`src/rtl/ck2ck_fifo_push_arb.sv`:
```
`default_nettype none
// ============================================================================
//  Module      : ck2ck_fifo_push_arb
//  Description : Round-robin arbiter that lets N_REQ requesters push bursts
//                of words into a single downstream FIFO.  A grant lasts
//                until the packet's last word, MAX_BURST words, or a gap in
//                the owner's valid.  A full FIFO parks the grant in STALL.
//  Options     : define CK2CK_PUSH_ARB_STATS_EN to add per-requester
//                16-bit wrapping counters of accepted words (pushCnt).
//  Revision    : 1.0 - initial release
// ============================================================================
module ck2ck_fifo_push_arb #(
    parameter int DATA_W    = 8,
    parameter int N_REQ     = 4,
    parameter int MAX_BURST = 4
) (
    input  logic                       ckFast,
    input  logic                       srstFast,
    input  logic [N_REQ-1:0]           reqVld,
    input  logic [N_REQ*DATA_W-1:0]    reqData,
    input  logic [N_REQ-1:0]           reqLast,
    output logic [N_REQ-1:0]           reqRdy,
    input  logic                       fifoFull,
    output logic                       fifoPush,
    output logic [DATA_W-1:0]          fifoData,
    output logic [$clog2(N_REQ)-1:0]   grantId,
    output logic                       busy
`ifdef CK2CK_PUSH_ARB_STATS_EN
    ,
    output logic [N_REQ*16-1:0]        pushCnt
`endif
);

    localparam int c_ID_W = $clog2(N_REQ);
    localparam int c_BC_W = $clog2(MAX_BURST + 1);

    localparam logic [1:0] c_IDLE  = 2'd0;
    localparam logic [1:0] c_GRANT = 2'd1;
    localparam logic [1:0] c_STALL = 2'd2;

    logic [1:0]        r_state;
    logic [1:0]        w_state_nxt;
    logic [c_ID_W-1:0] r_grant_id;
    logic [c_ID_W-1:0] r_rr_ptr;
    logic [c_BC_W-1:0] r_burst;

    logic [DATA_W-1:0] w_data [N_REQ];
    logic [c_ID_W:0]   w_idx;
    logic              w_pick_found;
    logic [c_ID_W-1:0] w_pick_id;
    logic              w_vld_g;
    logic              w_last_g;
    logic [DATA_W-1:0] w_data_g;
    logic              w_in_grant;
    logic              w_accept;
    logic [c_BC_W-1:0] w_burst_inc;
    logic              w_at_max;
    logic              w_release;
    logic [c_ID_W-1:0] w_ptr_inc;

    // Unpack the flat data bus into one word per requester
    generate
        for (genvar i = 0; i < N_REQ; i++) begin : g_slice
            assign w_data[i] = reqData[i*DATA_W +: DATA_W];
        end
    endgenerate

    assign w_vld_g  = reqVld[r_grant_id];
    assign w_last_g = reqLast[r_grant_id];
    assign w_data_g = w_data[r_grant_id];

    // Reset in flight suppresses any handshake in the same cycle
    assign w_in_grant  = (r_state == c_GRANT) && !srstFast;
    assign w_accept    = w_in_grant && !fifoFull && w_vld_g;
    assign w_burst_inc = r_burst + 1'b1;
    assign w_at_max    = (w_burst_inc == c_BC_W'(MAX_BURST));
    // Single release point: last word, burst limit, or a gap in the owner's valid
    assign w_release   = w_in_grant && !fifoFull && (!w_vld_g || w_last_g || w_at_max);
    assign w_ptr_inc   = (r_grant_id == c_ID_W'(N_REQ - 1)) ? '0 : r_grant_id + 1'b1;

    // Round-robin search: first valid requester at or after the pointer
    always_comb begin
        w_pick_found = 1'b0;
        w_pick_id    = '0;
        w_idx        = '0;
        for (int k = 0; k < N_REQ; k++) begin
            w_idx = {1'b0, r_rr_ptr} + (c_ID_W+1)'(k);
            if (w_idx >= (c_ID_W+1)'(N_REQ)) begin
                w_idx = w_idx - (c_ID_W+1)'(N_REQ);
            end
            if (!w_pick_found && reqVld[w_idx[c_ID_W-1:0]]) begin
                w_pick_found = 1'b1;
                w_pick_id    = w_idx[c_ID_W-1:0];
            end
        end
    end

    // FSM state register
    always_ff @(posedge ckFast) begin
        if (srstFast) begin
            r_state <= c_IDLE;
        end else begin
            r_state <= w_state_nxt;
        end
    end

    // FSM next-state logic
    always_comb begin
        w_state_nxt = r_state;
        case (r_state)
            c_IDLE: begin
                if (w_pick_found) begin
                    w_state_nxt = c_GRANT;
                end
            end
            c_GRANT: begin
                if (fifoFull) begin
                    w_state_nxt = c_STALL;
                end else if (w_release) begin
                    w_state_nxt = c_IDLE;
                end
            end
            c_STALL: begin
                if (!fifoFull) begin
                    w_state_nxt = c_GRANT;
                end
            end
            default: w_state_nxt = c_IDLE;
        endcase
    end

    // Owner, round-robin pointer and burst counter
    always_ff @(posedge ckFast) begin
        if (srstFast) begin
            r_grant_id <= '0;
            r_rr_ptr   <= '0;
            r_burst    <= '0;
        end else begin
            if (r_state == c_IDLE && w_pick_found) begin
                r_grant_id <= w_pick_id;
                r_burst    <= '0;
            end else if (w_accept) begin
                r_burst <= w_burst_inc;
            end
            if (w_release) begin
                r_rr_ptr <= w_ptr_inc;
            end
        end
    end

    // FSM outputs: only the owner sees ready, and only while the FIFO has room
    always_comb begin
        reqRdy   = '0;
        fifoPush = 1'b0;
        fifoData = '0;
        busy     = (r_state != c_IDLE);
        grantId  = r_grant_id;
        if (w_in_grant) begin
            reqRdy[r_grant_id] = !fifoFull;
            fifoPush           = w_accept;
            fifoData           = w_data_g;
        end
    end

`ifdef CK2CK_PUSH_ARB_STATS_EN
    generate
        for (genvar i = 0; i < N_REQ; i++) begin : g_stats
            logic [15:0] r_cnt;
            // Wrapping count of words accepted from requester i
            always_ff @(posedge ckFast) begin
                if (srstFast) begin
                    r_cnt <= '0;
                end else if (w_accept && r_grant_id == c_ID_W'(i)) begin
                    r_cnt <= r_cnt + 16'd1;
                end
            end
            assign pushCnt[i*16 +: 16] = r_cnt;
        end
    endgenerate
`endif

endmodule
`default_nettype wire

```
`config.mk`:
```
export PLATFORM = sky130hd
export DESIGN_NAME = ck2ck_fifo_push_arb
export DESIGN_NICKNAME = d
export VERILOG_FILES = /design/src/rtl/ck2ck_fifo_push_arb.sv
export SDC_FILE = /design/constraint.sdc
export NUM_CORES = 1
export LEC_CHECK = 0
export ABC_AREA = 1
export CORE_ASPECT_RATIO = 0.9
export CORE_MARGIN = 2
export CORE_UTILIZATION = 43
export CTS_BUF_LIST = sky130_fd_sc_hd__clkbuf_16
export CTS_CLUSTER_DIAMETER = 30
export DETAILED_ROUTE_END_ITERATION = 10
export GPL_TIMING_DRIVEN = 0
export PLACE_DENSITY = 0.86
export SYNTH_ARGS = -nofsm -noshare
export SYNTH_HDL_FRONTEND = slang
export SYNTH_SLANG_ARGS = --single-unit
export TNS_END_PERCENT = 30
```
`constraint.sdc`:
```
create_clock -name ckFast -period 2.1 [get_ports ckFast]
set_input_delay 0.315 -clock ckFast [delete_from_list [all_inputs] [get_ports ckFast]]
set_output_delay 0.315 -clock ckFast [all_outputs]
set_load 0.05 [all_outputs]
```
Word-level counts from Yosys, hierarchy flattened
Index checks and enable logic that the tools add are counted.
{ "totals": {"regBits": 9, "latch_bits": 0, "ramBits": 0, "romBits": 0, "output_inout_bits": 16, "word_cells": 92, "n_memories": 0} }
{ "op_classes": {"n_addsub": 9, "multipliers": 0, "div_mod_pow": 0, "order_cmp": 11, "n_eq_ne": 7, "shifts": 0, "mux": 38, "bitwise_logic": 2, "n_reduce_logical": 21} }
{ "op_table": {"columns": ["cell", "n"], "rows": [
  ["$mux W2", 13],
  ["$mux W8", 3],
  ["$bmux W8 S2", 1],
  ["$lt A2 B3 Y1 const B", 5],
  ["$bmux W1 S2", 6],
  ["$ge A3 B3 Y1 const B", 4],
  ["$mux W1", 12],
  ["$logic_and A1 B1 Y1", 9],
  ["$sub A2 B1 Y2 const B", 4],
  ["$add A2 B2 Y3 const B", 2],
  ["$logic_not A1 Y1", 6],
  ["$pmux W2 S3", 1],
  ["$and A4 B4 Y4", 1],
  ["$eq A2 B2 Y1 const B", 2],
  ["$mux W4", 1],
  ["$ne A2 B2 Y1 const B", 2],
  ["$add A2 B1 Y3 const B", 1],
  ["$add A3 B1 Y3 const B", 1],
  ["$eq A3 B3 Y1 const B", 1],
  ["$ge A2 B3 Y1 const B", 1],
  ["$ne A3 B3 Y1 const B", 1],
  ["$not A2 Y3", 1],
  ["$reduce_and A3 Y1", 1],
  ["$add A2 B1 Y2 const B", 1],
  ["other kinds (7)", 8]
]} }

Longest topological paths before layout
Gate-level depths: netlist of the first run.
{ "logic_depth": {"ltp_word": 16, "depth_mapped": 11, "depth_no_buf": 11} }

Worst setup path after synthesis of the first run
Ideal clock, no wire load.
{ "synth_path": {"path_kind": "reg-to-output", "startpoint": "register r_grant_id[0], in the netlist grantId[0]", "endpoint": "output port fifoData[0]", "arrival_time_ns": 2.172, "required_ns": 1.785, "path_slack_ns": -0.387, "stages_incl_launch_ff": 7, "cell_sequence": "dfxtp_1 buf_2 buf_2 nor2_1 nor2_1 o21ai_0 a21oi_1"} }
{ "synth_via": {"elab_chain_cells": 5} }
{ "synth_lines": {"columns": ["element", "line_no", "text"], "rows": [
  ["start: declaration", "43", "logic [c_ID_W-1:0] r_grant_id;"],
  ["start signal: assignment", "140", "r_grant_id <= w_pick_id;"],
  ["$not A2 Y3 (not written as such)", "70", "assign w_data_g = w_data[r_grant_id];"],
  ["$bmux W8 S2", "70", null],
  ["$mux W8 (not written as such) (2 in a row)", "70", null],
  ["$mux W8", "158", "if (w_in_grant) begin"],
  ["end: declaration", "25", "output logic [DATA_W-1:0] fifoData,"]
]} }
Every way passes these cells. The select of a mux whose other input is x is not followed.

Worst setup path in the final report of the first run
{ "layout_path": {"startpoint": "register r_state[1]", "endpoint": "output port busy"} }
{ "layout_via": {"elab_chain_cells": 1} }
{ "layout_lines": {"columns": ["element", "line_no", "text"], "rows": [
  ["start: declaration", "41", "logic [1:0] r_state;"],
  ["start signal: assignment", "101", "r_state <= c_IDLE;"],
  ["start signal: assignment", "103", "r_state <= w_state_nxt;"],
  ["$reduce_bool A2 Y1", "156", "busy = (r_state != c_IDLE);"],
  ["end: declaration", "27", "output logic busy"]
]} }
Every way passes these cells.

==> run summary, run 1 <==
The first detailed-routing pass took 5 iterations. The logs give 229 for the fill cell total of the finished layout and 2830 um for the estimated wirelength of the detail-placed design. The number of global-route vias before repair came out at 1,242. For the final number of max-transition violations, the log shows 0.

In the layout the commonest cells are 45 x sky130_fd_sc_hd__clkdlybuf4s50_1, 41 x sky130_fd_sc_hd__nor2_1, 41 x sky130_fd_sc_hd__nand2_1. The total via count in the routed design was 1,426. Power spread over the standard cell area amounts to 601 nW/um2.

The post-route DRC violation count is 0. Max capacitance violation total: 0. Horizontal die dimension: 58.4 um. TritonCTS created 3 clock buffers.

The initial core utilization was 0.460; the weighted congestion reported at the end of routability-driven placement was 0.818. The area growth from synthesis to layout is 62.1%, and the total leakage power is 0.839 nW. The arrival time reported for the critical path endpoint came out at 1680 ps.

The number of standard-cell rows in the floorplan came out at 17. For the number of H-tree branching levels, the log shows 1. The number of cells on the worst reg-to-reg path is 7.

The tools report the setup-violating endpoint count in the final report as 0. The synthesized design spends more area on one cell type than any other, namely sky130_fd_sc_hd__dfxtp_1. The adder and majority gate portion of the synthesized area is 0.0656. The run finished with clean final reports. The highest clock frequency the design can meet was 501 MHz. The final cycle utilization of the critical path was 0.951; the critical path data required time was 1780 ps. Counting every sink on the clock net gives 9. Walking the worst path, the cells encountered are nor2_1, inv_1, clkdlybuf4s50_1. By area the synthesized netlist is led by sky130_fd_sc_hd__dfxtp_1 16%, sky130_fd_sc_hd__nor2_1 14%, sky130_fd_sc_hd__nand2_1 13%. The first global-routing pass estimated 5640 um of wire. The path category of the worst min-delay check was reg2reg. The shortest period the worst path allows is 2000 ps, and the total wire length after detailed routing is 3600 um. Synthesis instantiated 26 different standard cells from the library. The run gives 3090 um2 as the total die area. The pin count of the biggest net entering global routing was 12. The port buffer count was 58; the area of the core was 2490 um2. Mux contribution to synthesized area: 0.

In the final routed layout, each cell accounts on average for 12.5 um. The XOR/XNOR share of the synthesized area is 0.0153. After clock tree synthesis, the clock-pin slew on the worst setup and hold paths is 40 ps. The post-layout net count is 309. The initial antenna violation count is 0. The run gives 0 as the number of nets with antenna violations after routing. Along the worst hold path, the cell count comes to 2. TritonCTS built the clock tree. The tools report the worst min-delay path startpoint as r_burst[1]$_SDFFE_PP0P_. Average instance area after synthesis: 5.81 um2.

Summing every instance area after synthesis gives 1140 um2. The number of top-level design ports was 59. The endpoint identified for the worst register-to-register timing path is r_rr_ptr[0]$_SDFFE_PP0P_. The repair_antennas step left the layout with diodes totalling 0. For flop-to-flop paths, the worst setup slack is 550 ps.

After clock tree synthesis, the setup repair step added 0 buffers. The run gives 0.746 as the fraction of the core area covered by cells at the end of the flow. For this run, the number of Yosys warnings is 0.

The height of the die is 53.0 um, and the largest driver fanout on the critical path is 4. The cell sitting at the root of the clock tree is a sky130_fd_sc_hd__clkbuf_16. For this block, the initial DRC count from the detailed router was 41.

STA classifies the critical path endpoint as an output port. The largest incremental delay on the critical path is 710 ps. The run gives 0.650 as the normalized max-slew margin. The worst-path cell with the longest stage delay was sky130_fd_sc_hd__clkdlybuf4s50_1. The fraction of synthesized cell area taken by the top area cell type was 0.157; the number of buffers between clock root and the deepest sink was 2. For this run the aggregate overflow at the end of global routing stands at 0. Most common cell after layout, fill and taps aside: sky130_fd_sc_hd__clkdlybuf4s50_1. Setup repair after global routing could not meet its margin everywhere.

The logs give 0 for the hold violation total from the final report and 240 ps for the clock latency on the worst-skew pair. The setup path with the least slack is of type reg2out. The worst-case IR drop observed on VDD is 0.750 mV.

The proportion of synthesized chip area in sequential cells came out at 0.157. By area, the combinational part of the netlist is dominated by simple AND/OR/NAND/NOR gates. The fraction of layout cells with a size suffix above 1 was 0.208; the register bit total from synthesis was 9. The number of buffers added to fix hold violations after cts was 0; the number of standard cells after synthesis was 197. The average via count per standard cell is 4.97, and the transition time of the tightest slew-check pin is 523 ps. Clock skew on the completed layout was measured at 2.41 ps. STA classifies the critical path startpoint as a register.

Synthesized-area fraction occupied by and/or/nand/nor cells: 0.484. Setup total negative slack on the finished layout was measured at 0 ps. The share of the synthesized area in compound gates (AO/OA/AOI/OAI) was 0.180.

The endpoint of the worst hold-timing path was r_burst[1]$_SDFFE_PP0P_. For the overall fraction of global-route tracks in use, the log shows 0.239. The post-synth net total was 246. The worst register-to-register path begins at grantId[1]$_SDFFE_PP0P_.
-- power breakdown --
group / switching (mW) / internal, mW / total, mW / leakage [nW]
clock: 0.0846 / 0.249 / 0.334 / 0.0423
sequential: 0.0178 / 0.185 / 0.203 / 0.0739
combinational: 0.350 / 0.228 / 0.578 / 0.722
-- synth_stat cells, drive strengths merged --
cell type and count:
xnor2 1, o21ai 21, nand3b 3, inv 20, dfxtp 9, and2 1, buf 6, ha 6
nand2 50, a21oi 15, nand3 15, xor2 1, o211ai 1, clkbuf 1, nor2 46, nand4 1
-- layer usage --
| metal | vias to the layer above | global-route usage | share of wire |
|---|---|---|---|
| met2 | 34 | 0.386 | 0.47 |
| met3 | 2 | 0.0587 | 0.056 |
| met1 | 638 | 0.321 | 0.47 |
| met4 | 0 | 0.0465 | 0.0039 |
| met5 | - | 0 | 0 |
| li1 | 752 | - | - |
-- cell families after synthesis --
group / after synthesis
and+or+nand+nor: 116
AOI/OAI and AO/OA: 37
buffers and inverters: 27
DFF: 9
adders and majority gates: 6
xor gates and xnor gates: 2
-- layout make-up --
type	count	area, um2	area share
well taps	28	35.0	0.0189
clock buffers	3	75.1	0.0405
clock inverters	1	3.75	0.00202
flip-flops and latches	9	181	0.0978
repair buffers	58	544	0.293
multi-input cells	161	896	0.483
plain buffers	7	45.0	0.0243
inverters	20	75.1	0.0405
-- how the worst max path moves through the flow --
stage                 to               startpoint
3_3_place_gp    fifoPush                 srstFast
2_1_floorplan  reqRdy[0]  grantId[0]$_SDFFE_PP0P_
6_report            busy  r_state[1]$_SDFFE_PP0P_
4_1_cts        reqRdy[1]                 srstFast
3_5_place_dp    fifoPush                 srstFast
5_1_grt        reqRdy[0]  grantId[0]$_SDFFE_PP0P_
-- state kept, by name, indices dropped and copies added (netlist names) --
register and count:
r_burst 3, grantId 2, r_rr_ptr 2, r_state 2
-- worst max-delay path: cells and delay by family (launching register included) --
kind                   cells  cell delay [ps]
flip-flops                 1              320
AND/OR/NAND/NOR            1              330
buffers and inverters      2              800
-- what timing repair did --
action | in CTS | in global routing
resized for setup | 67 | 12
hold endpoints to repair | 0 | 0
endpoints found under the setup margin | 13 | 12
-- per-stage QoR --
step / std cells / setup WS (ps) / hold WS [ps] / cell area [um2] / power, mW
2_1_floorplan: 197 / -40.1 / 384 / 1190 / 0.589
6_report: 287 / 102 / 489 / 1860 / 1.12
3_5_place_dp: 283 / -591 / 486 / 1800 / 0.780
3_3_place_gp: 283 / -574 / 473 / 1800 / 0.772
5_1_grt: 287 / -4.23 / 515 / 1860 / 1.19
4_1_cts: 287 / -74.5 / 491 / 1840 / 1.11
No activity file was read; power rests on OpenSTA's default activity.
==> inputs of run 2 (changes only) <==
- clock period: 2.1 -> 2.6 ns (I/O delays scaled with it)
==> run summary, run 2 (synthesized netlist as in run 1, its figures left out) <==
The total via count in the routed design was 1,402 (-1.7%). The average wire length per cell after detail routing is 12.2 um (-2.9%). The filler-free cell count of the finished design is 287 (unchanged), and the number of buffers between clock root and the deepest sink is 2 (unchanged).

r_burst holds more flip-flops than any other register. The number of DRC violations after detailed-routing iteration 0 is 70 (+71%), and the arrival time reported for the critical path endpoint is 2230 ps (+550 ps). TritonCTS built the clock tree. The hold violation total from the final report was 0 (unchanged).

The most numerous cell type found on the critical path is sky130_fd_sc_hd__inv_1. Post-layout net count: 309 (unchanged). For the initial core utilization, the log shows 0.460 (unchanged). The origin of the critical flop-to-flop path is grantId[0]$_SDFFE_PP0P_.

The post-CTS clock slew at the launch and capture registers of the worst setup and hold paths is 40 ps (about the same), and the max capacitance violation total is 0 (unchanged). The total leakage power is 0.867 nW (+3.3%), and the clock share of power is 0.306 (+0.007). The final reports fail on negative setup slack. The tools report the maximum resistive drop on vdd as 0.699 mV (-6.8%). The critical register-to-register path endpoint is r_rr_ptr[1]$_SDFFE_PP0P_. For the number of top-level design ports, the log shows 59 (unchanged). The fraction of layout cells with a size suffix above 1 came out at 0.143 (-0.0656). The final cycle utilization of the critical path was 1.01. Number of nets with antenna violations after routing: 0 (unchanged). The worst setup path is of the reg2out kind. The tools report the total iterations of the first detailed-routing run as 4 (-1). Initial antenna violation count: 0 (unchanged). The total congestion overflow after global routing is 0 (unchanged), and the final number of max-transition violations is 0 (unchanged).

Type of destination of the critical path: an output port. The number of H-tree branching levels came out at 1 (unchanged). The worst min-delay path startpoint was r_burst[2]$_SDFFE_PP0P_. The total net switching power was 0.351 mW (-23%). The run finished, with violations left. For the number of global-route vias before repair, the log shows 1,218 (-1.9%). The critical path data required time came out at 2210 ps (+430 ps).

For the clock latency on the worst-skew pair, the log shows 230 ps (about the same). The tools report the post-route DRC violation count as 0 (unchanged). The library cells used most frequently in the layout, excluding fill and tap cells, are 45 x sky130_fd_sc_hd__clkdlybuf4s50_1, 43 x sky130_fd_sc_hd__nor2_1, 41 x sky130_fd_sc_hd__nand2_1.

The power density over the cells came out at 485 nW/um2 (-19%). The switching share of total power was 0.402 (-0.00405); the pin count of the biggest net entering global routing was 12 (unchanged). The worst-case clock skew was 3.81 ps (+1.40 ps); the flip-flop count of the largest register, all copies and words added was 3 (unchanged).

The fraction of the core area covered by cells at the end of the flow was 0.723 (-0.0226). The worst-path cell with the longest stage delay was sky130_fd_sc_hd__clkdlybuf4s15_1. The height of the die is 53.0 um (unchanged). For the total CTS buffers, the log shows 3 (unchanged). The logs give 0.233 (-0.00608) for the overall fraction of global-route tracks in use and 0.187 (+0.005) for the relative contribution of sequential cells to total power. The horizontal die dimension is 58.4 um (unchanged). The weighted congestion reported at the end of routability-driven placement was 0.861 (+5.3%); the area of the core was 2490 um2 (unchanged). The logs give 0 (unchanged) for the number of buffers added to fix hold violations after cts and 381 MHz for the highest clock frequency the design can meet.

Relative to the synthesized area, the layout overhead comes to 57.2%. The run gives 9 (unchanged) as the total number of clock tree sinks. The combined buffer and inverter count along the critical path was 5 (+3). The worst slack after detailed placement came out at -224 ps (+367 ps).

Path category of the worst min-delay check: reg2reg. The shortest period the worst path allows is 2620 ps, and the global-route wire length before repair is 5530 um (-2.0%). The port buffer count is 58 (unchanged), and the internal power component is 0.522 mW (-21%). The total power draw was 0.873 mW (-22%); the sum of negative setup slack was -21.7 ps (-21.7 ps). The count of antenna diodes in the layout is 0 (unchanged).

The library cell used most frequently in the layout, excluding fill and tap cells, is sky130_fd_sc_hd__clkdlybuf4s50_1. The run gives 3490 um (-2.9%) as the total wire length after detailed routing. Setup repair after global routing could not meet its margin everywhere.

Category of cells accounting for the largest share of critical-path delay: buffers and inverters. The largest driver fanout on the critical path is 11 (+7), and the cell depth of the worst hold path is 2 (unchanged). The run gives 17 (unchanged) as the number of standard-cell rows in the floorplan. The tools report the minimum setup slack among reg-to-reg paths as 830 ps (+280 ps).

The signal on the critical path passes through inv_1, buf_2, clkbuf_1, ha_1, inv_1, nor2_1, clkdlybuf4s15_1. The largest incremental delay on the critical path was 520 ps (-190 ps). For the number of cells in the design after placement, the log shows 283 (unchanged). The worst hold path terminates at r_burst[2]$_SDFFE_PP0P_. The transition time of the tightest slew-check pin was 527 ps (+4.00 ps).

Hold slack: 484 ps (-5.05 ps). The normalized max-slew margin is 0.648 (-0.00214), and the setup-violating endpoint count in the final report is 1 (+1). The final design instance area without fill was 1800 um2 (-3.0%). The tools report the total placed instance area as 1760 um2 (-2.3%). The worst setup path is launched from a register. CTS placed an instance of sky130_fd_sc_hd__clkbuf_16 at the clock tree root. The number of cells on the worst reg-to-reg path came out at 6 (-1). The run gives -21.7 ps (-124 ps) as the setup slack after layout.

The estimated wirelength of the detail-placed design was 2690 um (-4.8%); the average via count per standard cell was 4.89 (-1.7%). Total die area: 3090 um2 (unchanged). The run gives 0.507 (-0.012) as the part of the power in combinational logic.
## run 2: cell count changes in the layout (fill, tap and decap cells not counted), sizes merged
cell           change
clkbuf             +3
dlymetal6s2s       +2
buf                -6
clkdlybuf4s15      +1
## run 2: what timing repair did
action                                  CTS  global route
pin swaps                                 0             0
endpoints found under the setup margin   11            13
buffers inserted                          0             0
gates resized for setup                  13            20
hold endpoints to repair                  0             0
gates cloned                              0             0
## run 2: worst max-delay path by stage
| stage | endpoint | from | slack (ps) | depth (start not counted) |
|---|---|---|---|---|
| floorplan | fifoData[0] | grantId[0]$_SDFFE_PP0P_ | 40 | 6 |
| global placement | fifoPush | srstFast | -210 | 5 |
| detailed placement | fifoPush | srstFast | -220 | 5 |
| CTS | reqRdy[0] | grantId[0]$_SDFFE_PP0P_ | 7 | 7 |
| global route | reqRdy[0] | grantId[0]$_SDFFE_PP0P_ | -170 | 7 |
| finish | reqRdy[0] | grantId[0]$_SDFFE_PP0P_ | -20 | 7 |
## run 2: per-layer routing
metal,global-route usage,routed length (um),share of wire
met5,0,0,0
met2,0.393,1680,0.48
met3,0.0465,180,0.052
met4,0.0233,0,0
met1,0.314,1630,0.47
## run 2: layout make-up
cell class,count,area (um2)
Fill cell,211,689
Tap cell,28,35.0
Timing Repair Buffer,58,541
Sequential cell,9,180
Inverter,20,75.1
Clock buffer,3,75.1
Buffer,7,36.3
Clock inverter,1,3.75
Multi-Input combinational cell,161,853
## run 2: worst register-to-register path, delay by kind of cell (launching register included)
kind / cells / cell delay [ps]
fa+ha+maj: 1 / 320
buf+inv: 3 / 700
compound gates: 2 / 240
flops: 1 / 380
## run 2: power by group through the flow
stage | clock network, mW | logic (mW) | registers [mW]
final | 0.267 | 0.443 | 0.163
after global routing | 0.280 | 0.488 | 0.165
after CTS | 0.271 | 0.445 | 0.163
after detailed placement | 0 | 0.449 | 0.165
after global placement | 0 | 0.445 | 0.165
after floorplan | 0 | 0.279 | 0.180
